### config.mk
export PLATFORM = sky130hd
export DESIGN_NAME = debounce_bank
export DESIGN_NICKNAME = d
export VERILOG_FILES = /design/src/rtl/debounce_pkg.sv /design/src/rtl/debounce_chan.sv /design/src/rtl/debounce_bank.sv
export SDC_FILE = /design/constraint.sdc
export NUM_CORES = 1
export LEC_CHECK = 0
export ABC_AREA = 1
export BUFFER_PORTS_ARGS = -buffer_cell sky130_fd_sc_hd__buf_2
export CAP_MARGIN = 10
export CORE_MARGIN = 2
export CORE_UTILIZATION = 56
export DETAILED_ROUTE_END_ITERATION = 10
export GPL_TIMING_DRIVEN = 0
export PLACE_DENSITY = 0.84
export SYNTH_ARGS = -nofsm -noshare
export SYNTH_HDL_FRONTEND = slang
export SYNTH_HIERARCHICAL = 1
export SYNTH_SLANG_ARGS = --single-unit
### constraint.sdc
create_clock -name clk -period 1.4 [get_ports clk]
set_clock_uncertainty 0.1 [all_clocks]
set_input_delay 0.14 -clock clk [delete_from_list [all_inputs] [get_ports clk]]
set_output_delay 0.14 -clock clk [all_outputs]
set_load 0.01 [all_outputs]
### src/rtl/debounce_pkg.sv
// rtl/debounce_pkg.sv - shared constants, edge type and counter-width helper for the debounce bank
package debounce_pkg;

    localparam int DB_STABLE_CYCLES_DEF = 16;
    localparam int DB_SYNC_STAGES_DEF   = 2;
    localparam int DB_GLITCH_CNT_W      = 16;

    typedef enum logic [1:0] {
        NONE = 2'd0,
        RISE = 2'd1,
        FALL = 2'd2
    } db_edge_t;

    // Stability counter width; a single-cycle filter still needs one bit.
    function automatic int db_cnt_w(input int stable_cycles);
        return (stable_cycles > 1) ? $clog2(stable_cycles) : 1;
    endfunction

endpackage

### src/rtl/debounce_chan.sv
// rtl/debounce_chan.sv - one debounce channel: synchroniser, stability counter, level and edge strobes (glitch flag with DEBOUNCE_BANK_GLITCH_CNT_EN)
module debounce_chan
    import debounce_pkg::*;
#(
    parameter int   STABLE_CYCLES = DB_STABLE_CYCLES_DEF,
    parameter int   SYNC_STAGES   = DB_SYNC_STAGES_DEF,
    parameter logic RESET_VAL     = 1'b1
) (
    input  logic clk,
    input  logic rst,
    input  logic in,
    output logic out,
    output logic rise,
    output logic fall,
`ifdef DEBOUNCE_BANK_GLITCH_CNT_EN
    output logic glitch,
`endif
    output logic accept
);

    localparam int            CW       = db_cnt_w(STABLE_CYCLES);
    localparam logic [CW-1:0] CNT_LAST = CW'(STABLE_CYCLES - 1);

    logic [SYNC_STAGES-1:0] sync_q;
    logic                   s;
    logic [CW-1:0]          cnt_q;
    logic [CW-1:0]          cnt_d;
    logic                   out_d;
    db_edge_t               edge_q;
    db_edge_t               edge_d;

    assign s = sync_q[SYNC_STAGES-1];

    // Synchroniser chain; the last stage is the value the filter judges.
    always_ff @(posedge clk or negedge rst) begin
        if (!rst) begin
            sync_q <= {SYNC_STAGES{RESET_VAL}};
        end else begin
            sync_q <= {sync_q[SYNC_STAGES-2:0], in};
        end
    end

    // Filter decision: a mismatch must survive STABLE_CYCLES cycles; an early match is a rejected glitch.
    always_comb begin
        cnt_d  = cnt_q;
        out_d  = out;
        edge_d = NONE;
        accept = 1'b0;
`ifdef DEBOUNCE_BANK_GLITCH_CNT_EN
        glitch = 1'b0;
`endif
        if (s == out) begin
            cnt_d = '0;
`ifdef DEBOUNCE_BANK_GLITCH_CNT_EN
            glitch = (cnt_q != '0);
`endif
        end else if (cnt_q == CNT_LAST) begin
            cnt_d  = '0;
            out_d  = s;
            accept = 1'b1;
            edge_d = s ? RISE : FALL;
        end else begin
            cnt_d = cnt_q + CW'(1);
        end
    end

    // Filter state: counter, accepted level and the registered edge that drives the strobes.
    always_ff @(posedge clk or negedge rst) begin
        if (!rst) begin
            cnt_q  <= '0;
            out    <= RESET_VAL;
            edge_q <= NONE;
        end else begin
            cnt_q  <= cnt_d;
            out    <= out_d;
            edge_q <= edge_d;
        end
    end

    assign rise = (edge_q == RISE);
    assign fall = (edge_q == FALL);

endmodule

### src/rtl/debounce_bank.sv
// rtl/debounce_bank.sv - multi-channel debouncer with any_change flag; DEBOUNCE_BANK_GLITCH_CNT_EN adds glitch_clr/glitch_cnt
module debounce_bank
    import debounce_pkg::*;
#(
    parameter int   WIDTH         = 4,
    parameter int   STABLE_CYCLES = DB_STABLE_CYCLES_DEF,
    parameter int   SYNC_STAGES   = DB_SYNC_STAGES_DEF,
    parameter logic RESET_VAL     = 1'b1
) (
    input  logic                       clk,
    input  logic                       rst,
`ifdef DEBOUNCE_BANK_GLITCH_CNT_EN
    input  logic                       glitch_clr,
    output logic [DB_GLITCH_CNT_W-1:0] glitch_cnt,
`endif
    input  logic [WIDTH-1:0]           in,
    output logic [WIDTH-1:0]           out,
    output logic [WIDTH-1:0]           rise,
    output logic [WIDTH-1:0]           fall,
    output logic                       any_change
);

    logic [WIDTH-1:0] accept;
`ifdef DEBOUNCE_BANK_GLITCH_CNT_EN
    logic [WIDTH-1:0] glitch_vec;
`endif

    for (genvar i = 0; i < WIDTH; i++) begin : g_chan
        debounce_chan #(
            .STABLE_CYCLES (STABLE_CYCLES),
            .SYNC_STAGES   (SYNC_STAGES),
            .RESET_VAL     (RESET_VAL)
        ) u_chan (
            .clk    (clk),
            .rst    (rst),
            .in     (in[i]),
            .out    (out[i]),
            .rise   (rise[i]),
            .fall   (fall[i]),
`ifdef DEBOUNCE_BANK_GLITCH_CNT_EN
            .glitch (glitch_vec[i]),
`endif
            .accept (accept[i])
        );
    end

    // any_change is registered from the same acceptances that set the strobes, so it lines up with them.
    always_ff @(posedge clk or negedge rst) begin
        if (!rst) begin
            any_change <= 1'b0;
        end else begin
            any_change <= |accept;
        end
    end

`ifdef DEBOUNCE_BANK_GLITCH_CNT_EN
    localparam int                SUM_W   = DB_GLITCH_CNT_W + $clog2(WIDTH + 1);
    localparam logic [SUM_W-1:0]  CNT_MAX = SUM_W'({DB_GLITCH_CNT_W{1'b1}});

    logic [SUM_W-1:0] glitch_sum;
    logic [SUM_W-1:0] glitch_tot;

    // Several channels may reject in one cycle; add them all, wide enough to detect overflow.
    always_comb begin
        glitch_sum = '0;
        for (int i = 0; i < WIDTH; i++) begin
            glitch_sum = glitch_sum + SUM_W'(glitch_vec[i]);
        end
        glitch_tot = SUM_W'(glitch_cnt) + glitch_sum;
    end

    // Saturating diagnostic counter; clear wins over a same-cycle increment.
    always_ff @(posedge clk or negedge rst) begin
        if (!rst) begin
            glitch_cnt <= '0;
        end else if (glitch_clr) begin
            glitch_cnt <= '0;
        end else if (glitch_tot > CNT_MAX) begin
            glitch_cnt <= '1;
        end else begin
            glitch_cnt <= glitch_tot[DB_GLITCH_CNT_W-1:0];
        end
    end
`endif

endmodule

Word level (Yosys, flattened, before mapping)
Cells that the tools add are included.

Output and inout port bits: 13. Logic and storage cells: 74. Bits of input ports: 6. Register bits after elaboration: 37.

Add/subtract/negate cells: 4. Bitwise logic cells: 4. Eq/ne operators: 16. Reductions and logical operators: 5. Muxes and demuxes: 28.

Operators with widths (count): $mux 4 (8); $mux 2 (12); $add 4x1->4 const B (4); $eq 4x4->1 const B (4); $eq 2x1->1 const B (4); $eq 2x2->1 const B (4); $mux 1 (8); $reduce_and 2->1 (4); $eq 1x1->1 (4); $not 1->1 (4); $reduce_or 4->1 (1).

Depth between registers and ports, before layout
Gate-level depths: netlist (run 1).

Depth after elaboration: 4. Mapped depth: 7. Mapped depth without buffers: 7.

Cells and area by module
Netlist (run 1), hierarchy kept.

Modules (own cells, without submodules): debounce_chan (area an instance 381.6 µm², seq. area each 229.0 µm², instances 4, cells each 39); debounce_bank (area an instance 36.3 µm², seq. area each 25.0 µm², instances 1, cells each 4).

Worst setup path before layout (run 1)
No wires, ideal clock.

Path kind: flip-flop to flip-flop. Start: register g_chan[3].u_chan.out. End: register any_change. Library setup time: 119 ps. Data required time: 1181 ps. Buffers on the path: 0. Clock period less this slack: 1240 ps. Cell stages (with the launch flop): 8. Slack: 160 ps. Data arrival time: 1022 ps. Cells stage by stage: dfstp_2 > inv_1 > nand2_1 > nand2_1 > inv_1 > nor2_1 > nor2_1 > nand2_1.

Cells in the longest elaborated chain, start to end: 3.

RTL lines: start, declared (RTL line debounce_chan.sv:12) `output logic out,`; start signal, assigned (RTL line debounce_chan.sv:75) `out <= out_d;`; $eq 1x1->1 (RTL line debounce_chan.sv:52) `if (s == out) begin`; $mux 1 (RTL line debounce_chan.sv:52); net accept[3] (RTL line debounce_bank.sv:23) `logic [WIDTH-1:0] accept;`; $reduce_or 4->1 (RTL line debounce_bank.sv:52) `any_change <= |accept;`; end signal, assigned (RTL line debounce_bank.sv:52); end, declared (RTL line debounce_bank.sv:20) `output logic any_change`.

The timed path passes the listed nets, and every way through them passes these cells. A chain may end at the register's enable or synchronous reset.

Worst setup path in the final report (run 1)
Start: register g_chan[2].u_chan.out. End: register any_change.

Cells in the longest elaborated chain, start to end: 3.

RTL lines (RTL line): start, declared (debounce_chan.sv:12); start signal, assigned (debounce_chan.sv:75); $eq 1x1->1 (debounce_chan.sv:52); $mux 1 (debounce_chan.sv:52); net accept[2] (debounce_bank.sv:23); $reduce_or 4->1 (debounce_bank.sv:52).

The timed path passes the listed nets, and every way through them passes these cells.

==> results of run 1 <==
## worst paths after layout
kind	startpoint	to	slack, ns	depth (start not counted)
worst max-delay path	g_chan[2].u_chan/out	any_change	0.13	7
min in group asynchronous	rst	g_chan[2].u_chan/edge_q[1]	0.30	2
worst min register to register	g_chan[3].u_chan/sync_q[0]	g_chan[3].u_chan/sync_q[1]	0.26	0
worst min-delay path	g_chan[3].u_chan/sync_q[0]	g_chan[3].u_chan/sync_q[1]	0.26	0
max in group asynchronous	rst	g_chan[0].u_chan/edge_q[1]	0.40	2
worst max register to register	g_chan[2].u_chan/out	any_change	0.13	7
## cell usage in the layout, fill, tap and decap left out
| cell | n |
|---|---|
| sky130_fd_sc_hd__nand3_4 | 4 |
| sky130_fd_sc_hd__nand2_1 | 25 |
| sky130_fd_sc_hd__nand4_1 | 4 |
| sky130_fd_sc_hd__dfstp_2 | 12 |
| sky130_fd_sc_hd__nand2_2 | 4 |
| sky130_fd_sc_hd__clkbuf_8 | 1 |
| sky130_fd_sc_hd__inv_1 | 28 |
| sky130_fd_sc_hd__nand3_1 | 4 |
| sky130_fd_sc_hd__ha_1 | 4 |
| sky130_fd_sc_hd__inv_2 | 4 |
| sky130_fd_sc_hd__bufinv_16 | 1 |
| sky130_fd_sc_hd__nor2_4 | 4 |
| sky130_fd_sc_hd__clkbuf_1 | 1 |
| sky130_fd_sc_hd__dlygate4sd3_1 | 5 |
| sky130_fd_sc_hd__buf_2 | 18 |
| sky130_fd_sc_hd__nor2_1 | 34 |
| sky130_fd_sc_hd__xnor2_1 | 4 |
| sky130_fd_sc_hd__clkbuf_4 | 5 |
| sky130_fd_sc_hd__o21ai_1 | 4 |
| sky130_fd_sc_hd__dfrtp_1 | 25 |
## routing by layer
metal	part of all wire (%)	track usage (%)	routed length (µm)
met1	43	20.0	1000
met2	50	27.7	1160
met3	4.0	7.14	94
met4	2.7	9.63	63
met5	0	0	0
## cell families after synthesis
kind of cell,Yosys count
flip-flops,37
XOR/XNOR,4
adder cells (fa/ha/maj),4
AND/OR/NAND/NOR,79
buffers and inverters,32
AO/OA/AOI/OAI,4
## registers in the layout, summed over array words and instances, names as in the netlist
name and count:
g_chan.u_chan/sync_q 8, g_chan.u_chan/cnt_q 16, g_chan.u_chan/edge_q 8, any_change 1, g_chan.u_chan/out 4
## power by group
part           internal (mW)  switching (mW)  leakage, nW  total, mW
clock network          0.426           0.327       0.0455      0.753
registers               1.12          0.0394        0.464       1.16
logic                 0.0501          0.0701        0.425      0.120
total                   1.59           0.436        0.935       2.03
## final cells by class
class | count | area [µm²]
multi-input cells | 91 | 512
clock inverters | 1 | 30.0
fillers | 196 | 873
repair buffers | 23 | 140
flip-flops and latches | 37 | 941
well taps | 31 | 38.8
clock buffers | 7 | 55.1
inverters | 32 | 120
## worst max-delay path: cells and delay by family (launching register included)
family / cells / cell delay [ns]
buf+inv: 2 / 0.15
simple gates: 5 / 0.36
flops: 1 / 0.56
## repair_timing
item                                   in CTS  in global routing
setup endpoints to repair                   0                  1
hold buffers                                5                  0
endpoints found under the hold margin      29                  0
resized for setup                           0                  4
==> flow_metrics.tcl, run 1 <==
set metrics [dict create \
    run_status "finished, final reports clean" \
    post-route-util_pct 67.8 \
    timing.final.crit_share_pct 91.0 \
    post_synth_num_cell_types 13 \
    gpl.final_weighted_congestion 0.773 \
    mapped_avg_cell_area_um2 9.77 \
    clock_sinks 37 \
    mappedNetlistNets 170 \
    timing.final.setup_violations 0 \
    synth_top_flop_cell "sky130_fd_sc_hd__dfrtp_1" \
    number_of_antenna_violations_at_the_first_check_in_global_routing 0 \
    row_count 19 \
    sum_of_internal_switching_and_leakage_power_mw 2.03 \
    routed_wirelength_um 2320 \
    synth-edff-count 0 \
    synth.top_cells.by_count "sky130_fd_sc_hd__nor2_1, sky130_fd_sc_hd__nand2_1, sky130_fd_sc_hd__inv_1, sky130_fd_sc_hd__dfrtp_1, sky130_fd_sc_hd__dfstp_2" \
    floorplan_core_area_um2 2710 \
    maxCapViolCount 0 \
    synth.yosys.warnings 6 \
    fin_ws_ns 0.126 \
    post_synthesis_to_final_layout_area_growth_pct 17.5 \
    cp-end-kind "flop" \
    grt_first_pass_wirelength_um 4190 \
    min_period_ns 1.27 \
    place_ws_ns 0.104 \
    placed_cells_incl_taps 209 \
    router_iterations_before_antenna_repair 4 \
    layout.cells.non_filler 222 \
    syn_area_um2 1560 \
    fp.dieH_um 56.8 \
    routed_via_count_divided_by_cell_count 4.75 \
    critical_path_required_ns 1.53 \
    yosys.area_share.simple_pct 25.4 \
    setup_total_negative_slack_ns 0 \
    drcViolationCount 0 \
    syn_inst 160 \
    timing.max_slew.rel_slack_pct 48.3 \
    crit_path_max_delay_cell_type "sky130_fd_sc_hd__dfstp_2" \
    cts_setup_buffers 0 \
    root_buffer "sky130_fd_sc_hd__clkbuf_4" \
    final_design_area_excluding_fillers_um2 1840 \
    synth_compound_area_share_pct 1.28 \
    cts_made_buffers 5 \
    die-area_um2 3230 \
    grt.total_usage_pct 17.5 \
    critPathKind "reg2reg" \
    grt_pass1_vias 1030 \
    detailed_place_hpwl_um 1710 \
    synthDominantAreaCellType "sky130_fd_sc_hd__dfrtp_1" \
    timing.critical_path.cells "inv_1, nand2_2, nand2_1, inv_1, nor2_1, nor2_1, nand2_1" \
    post_synth_fa_ha_maj_area_fraction_pct 3.20 \
    hold-worst-slack_ns 0.262 \
    yosysSeqAreaShare_pct 60.2 \
    synth.mux.area_fraction_pct 0 \
    cts_htree_levels 2 \
    static-leakage-power_nw 0.935 \
    place_area_um2 1690 \
    postSynth.asyncResetShare_pct 100 \
    worstHoldPathType "reg2reg" \
    die_width_um 56.8 \
    fmax_mhz 785 \
    total_vias_in_the_final_route 1055 \
    antenna_left 0 \
    drv_slew 0 \
    average_detailed_routed_wire_length_per_instance_um 10.5 \
    antenna-diode-count 0 \
    grt_max_degree 38 \
    ys_seq_elements 37 \
    count_of_buffers_inserted_at_the_top_level_ports 18 \
    finalHoldViolCount 0 \
    nNetsFinal 200 \
    clock_tree.buffer_depth 2 \
    yosys.cell_count.top_type "sky130_fd_sc_hd__nor2_1" \
    vdd_drop_max_uv 971 \
    drive_above_1_share_pct 27.7 \
    overflow 0 \
    tritoncts "built" \
    worst-endpoint-arrival_ns 1.40 \
    combinational_family_with_the_most_area_after_synthesis "simple AND/OR/NAND/NOR gates" \
    synth_top_area_cells "sky130_fd_sc_hd__dfrtp_1, sky130_fd_sc_hd__dfstp_2, sky130_fd_sc_hd__nor2_1" \
    synth_xor_xnor_area_share_pct 2.24 \
    design.portCount 19 \
    start_util_pct 57.7 \
    clk_transition_reported_paths_ns 0.10 \
    synth_top_cell_area_share_pct 40.0 \
    drt_first_iter_violations 14 \
    tightest_slew_ns 0.776 \
    critPathMaxStageDelay_ns 0.56 \
    start_kind "flop" \
    insertion_delay_ns 0.34 \
    cellPowerDensity_nw_per_um2 1110 \
    critical_path_peak_fanout 4 \
]
Power figures use the tool's default switching activity.
==> inputs of run 2 (changes only) <==
CELL_PAD_IN_SITES_DETAIL_PLACEMENT = 1   (was default)
CELL_PAD_IN_SITES_GLOBAL_PLACEMENT = 2   (was default)
CORE_UTILIZATION = 35   (was 56)
PLACE_DENSITY = 0.83   (was 0.84)
TNS_END_PERCENT = 20   (was default)
==> run 2 against run 1 <==
  * Cell count is 10% higher
  * First-iteration DRC count is 50% higher
  * Clock power increased by 43%
  * Register-to-register slack about the same
==> flow_metrics.tcl, run 2 (synthesized netlist as in run 1, its figures left out) <==
set metrics [dict create \
    detailed_place_hpwl_um 2190 \
    multi_input_area_um2 517 \
    vdd_drop_max_uv 547 \
    fin_ws_ns 0.105 \
    die_width_um 70.8 \
    finalHoldViolCount 0 \
    max_reg_flops 16 \
    timing.final.crit_share_pct 92.5 \
    layout_commonest_cell "sky130_fd_sc_hd__nor2_1" \
    reg_top3 "g_chan.u_chan/cnt_q (16), g_chan.u_chan/edge_q (8), g_chan.u_chan/sync_q (8)" \
    tightest_slew_ns 0.818 \
    clock_sinks 37 \
    met2RoutedLength_um 1590 \
    nNetsFinal 202 \
    timing.final.setup_violations 0 \
    antenna-diode-count 0 \
    critPathKind "reg2out" \
    maxCapViolCount 0 \
    cellPowerDensity_nw_per_um2 1230 \
    drv_slew 0 \
    die-area_um2 5020 \
    floorplan_core_area_um2 4320 \
    routed_via_count_divided_by_cell_count 4.56 \
    grt.total_usage_pct 13.8 \
    final_design_area_excluding_fillers_um2 1930 \
    average_detailed_routed_wire_length_per_instance_um 12.2 \
    sum_of_internal_switching_and_leakage_power_mw 2.37 \
    design.portCount 19 \
    count_of_buffers_inserted_at_the_top_level_ports 18 \
    critical_path_peak_fanout 3 \
    most-common-layout-cells "sky130_fd_sc_hd__nor2_1, sky130_fd_sc_hd__dfrtp_1, sky130_fd_sc_hd__inv_1" \
    number_of_antenna_violations_at_the_first_check_in_global_routing 0 \
    route.layer.met1.wl_um 1250 \
    drt_first_iter_violations 21 \
    worstHoldPathType "reg2reg" \
    static-leakage-power_nw 0.965 \
    row_count 24 \
    grt_pass1_vias 1281 \
    clock_tree.buffer_depth 2 \
    fp.dieH_um 70.8 \
    reg2reg_from "g_chan[1].u_chan/out" \
    regArea_um2 941 \
    root_buffer "sky130_fd_sc_hd__clkbuf_8" \
    top_register "g_chan.u_chan/cnt_q" \
    fmax_mhz 772 \
    antenna_left 0 \
    placed_cells_incl_taps 230 \
    drive_above_1_share_pct 31.6 \
    place_area_um2 1720 \
    cts_made_buffers 5 \
    total_vias_in_the_final_route 1117 \
    hold_start "g_chan[3].u_chan/sync_q[0]" \
    start_util_pct 36.1 \
    fillerInstances 509 \
    cts_htree_levels 2 \
    tritoncts "built" \
    unrepaired_setup_endpoints_after_global_routing "false" \
    post_synthesis_to_final_layout_area_growth_pct 23.6 \
    layout.cells.non_filler 245 \
    critical_path_required_ns 1.16 \
    overflow 0 \
    routed_wirelength_um 3000 \
    top_signal_layer_used "met4" \
    critPathLaunch "g_chan[2].u_chan/out" \
    setup_total_negative_slack_ns 0 \
    timing.max_slew.rel_slack_pct 45.5 \
    worst-endpoint-arrival_ns 1.06 \
    place_ws_ns 0.0445 \
    min_period_ns 1.30 \
    gpl.final_weighted_congestion 0.686 \
    router_iterations_before_antenna_repair 6 \
    met3RoutedLength_um 98 \
    grt_max_degree 38 \
    grt_first_pass_wirelength_um 5460 \
    run_status "finished, final reports clean" \
    clk_transition_reported_paths_ns 0.08 \
    insertion_delay_ns 0.29 \
    start_kind "flop" \
    drcViolationCount 0 \
    cp-end-kind "primary output" \
]
==> run 2: changes by cell type in the layout (fill, tap and decap cells not counted) <==
| cell | previous run | this run |
|---|---|---|
| sky130_fd_sc_hd__clkbuf_4 | 5 | 0 |
| sky130_fd_sc_hd__bufinv_16 | 1 | 2 |
| sky130_fd_sc_hd__clkbuf_8 | 1 | 5 |
| sky130_fd_sc_hd__nand2_2 | 4 | 6 |
| sky130_fd_sc_hd__inv_2 | 4 | 7 |
| sky130_fd_sc_hd__inv_1 | 28 | 25 |
| sky130_fd_sc_hd__buf_4 | 0 | 2 |
| sky130_fd_sc_hd__nand2_1 | 25 | 23 |
| sky130_fd_sc_hd__clkbuf_1 | 1 | 0 |
| sky130_fd_sc_hd__clkinv_2 | 0 | 1 |
==> run 2: critical path, cell delays in order (launching register included) <==
cell,delay [ns]
sky130_fd_sc_hd__dfstp_2,0.53
sky130_fd_sc_hd__buf_4,0.11
sky130_fd_sc_hd__buf_2,0.12
==> run 2: area by class of cell <==
cell class | count | area share (%)
sequential | 37 | 48.7
multi-input combinational | 91 | 26.7
timing repair buffer | 25 | 8.03
inverter | 32 | 6.22
clock buffer | 5 | 3.56
clock inverter | 3 | 3.37
tap | 52 | 3.37
==> run 2: metal layers <==
| metal | track usage [%] | vias to the layer above |
|---|---|---|
| met2 | 24.7 | 16 |
| met1 | 15.2 | 546 |
| met3 | 3.42 | 8 |
| li1 | - | 547 |
| met4 | 6.71 | 0 |
| met5 | 0 | - |
==> run 2: power by group <==
group,internal (mW),switching (mW)
clock network,0.708,0.374
registers,1.12,0.0415
logic,0.0503,0.0746
total,1.88,0.490
==> run 2: per-stage QoR <==
step           hold slack [ns]  utilization (%)
2_1_floorplan           -0.256                -
3_3_place_gp             0.147             39.7
3_5_place_dp             0.147             39.7
4_1_cts                  0.261             44.0
5_1_grt                  0.265             44.7
6_report                 0.258             44.7
==> run 2: what timing repair did <==
| action | in CTS | in global routing |
|---|---|---|
| buffers inserted | 0 | 2 |
| setup endpoints to repair | 0 | 1 |
| hold buffers | 5 | 0 |
| hold endpoints to repair | 29 | 0 |
| gates resized for setup | 0 | 9 |
==> run 2: path summary, 6_finish.rpt <==
| kind | slack, ns | cells past startpoint | to |
|---|---|---|---|
| max | 0.10 | 2 | out[2] |
| min | 0.26 | 0 | g_chan[3].u_chan/sync_q[1] |
| max reg2reg | 0.13 | 7 | any_change |
| min reg2reg | 0.26 | 0 | g_chan[3].u_chan/sync_q[1] |
| max in group asynchronous | 0.30 | 2 | g_chan[2].u_chan/cnt_q[0] |
| min in group asynchronous | 0.38 | 2 | g_chan[1].u_chan/edge_q[1] |
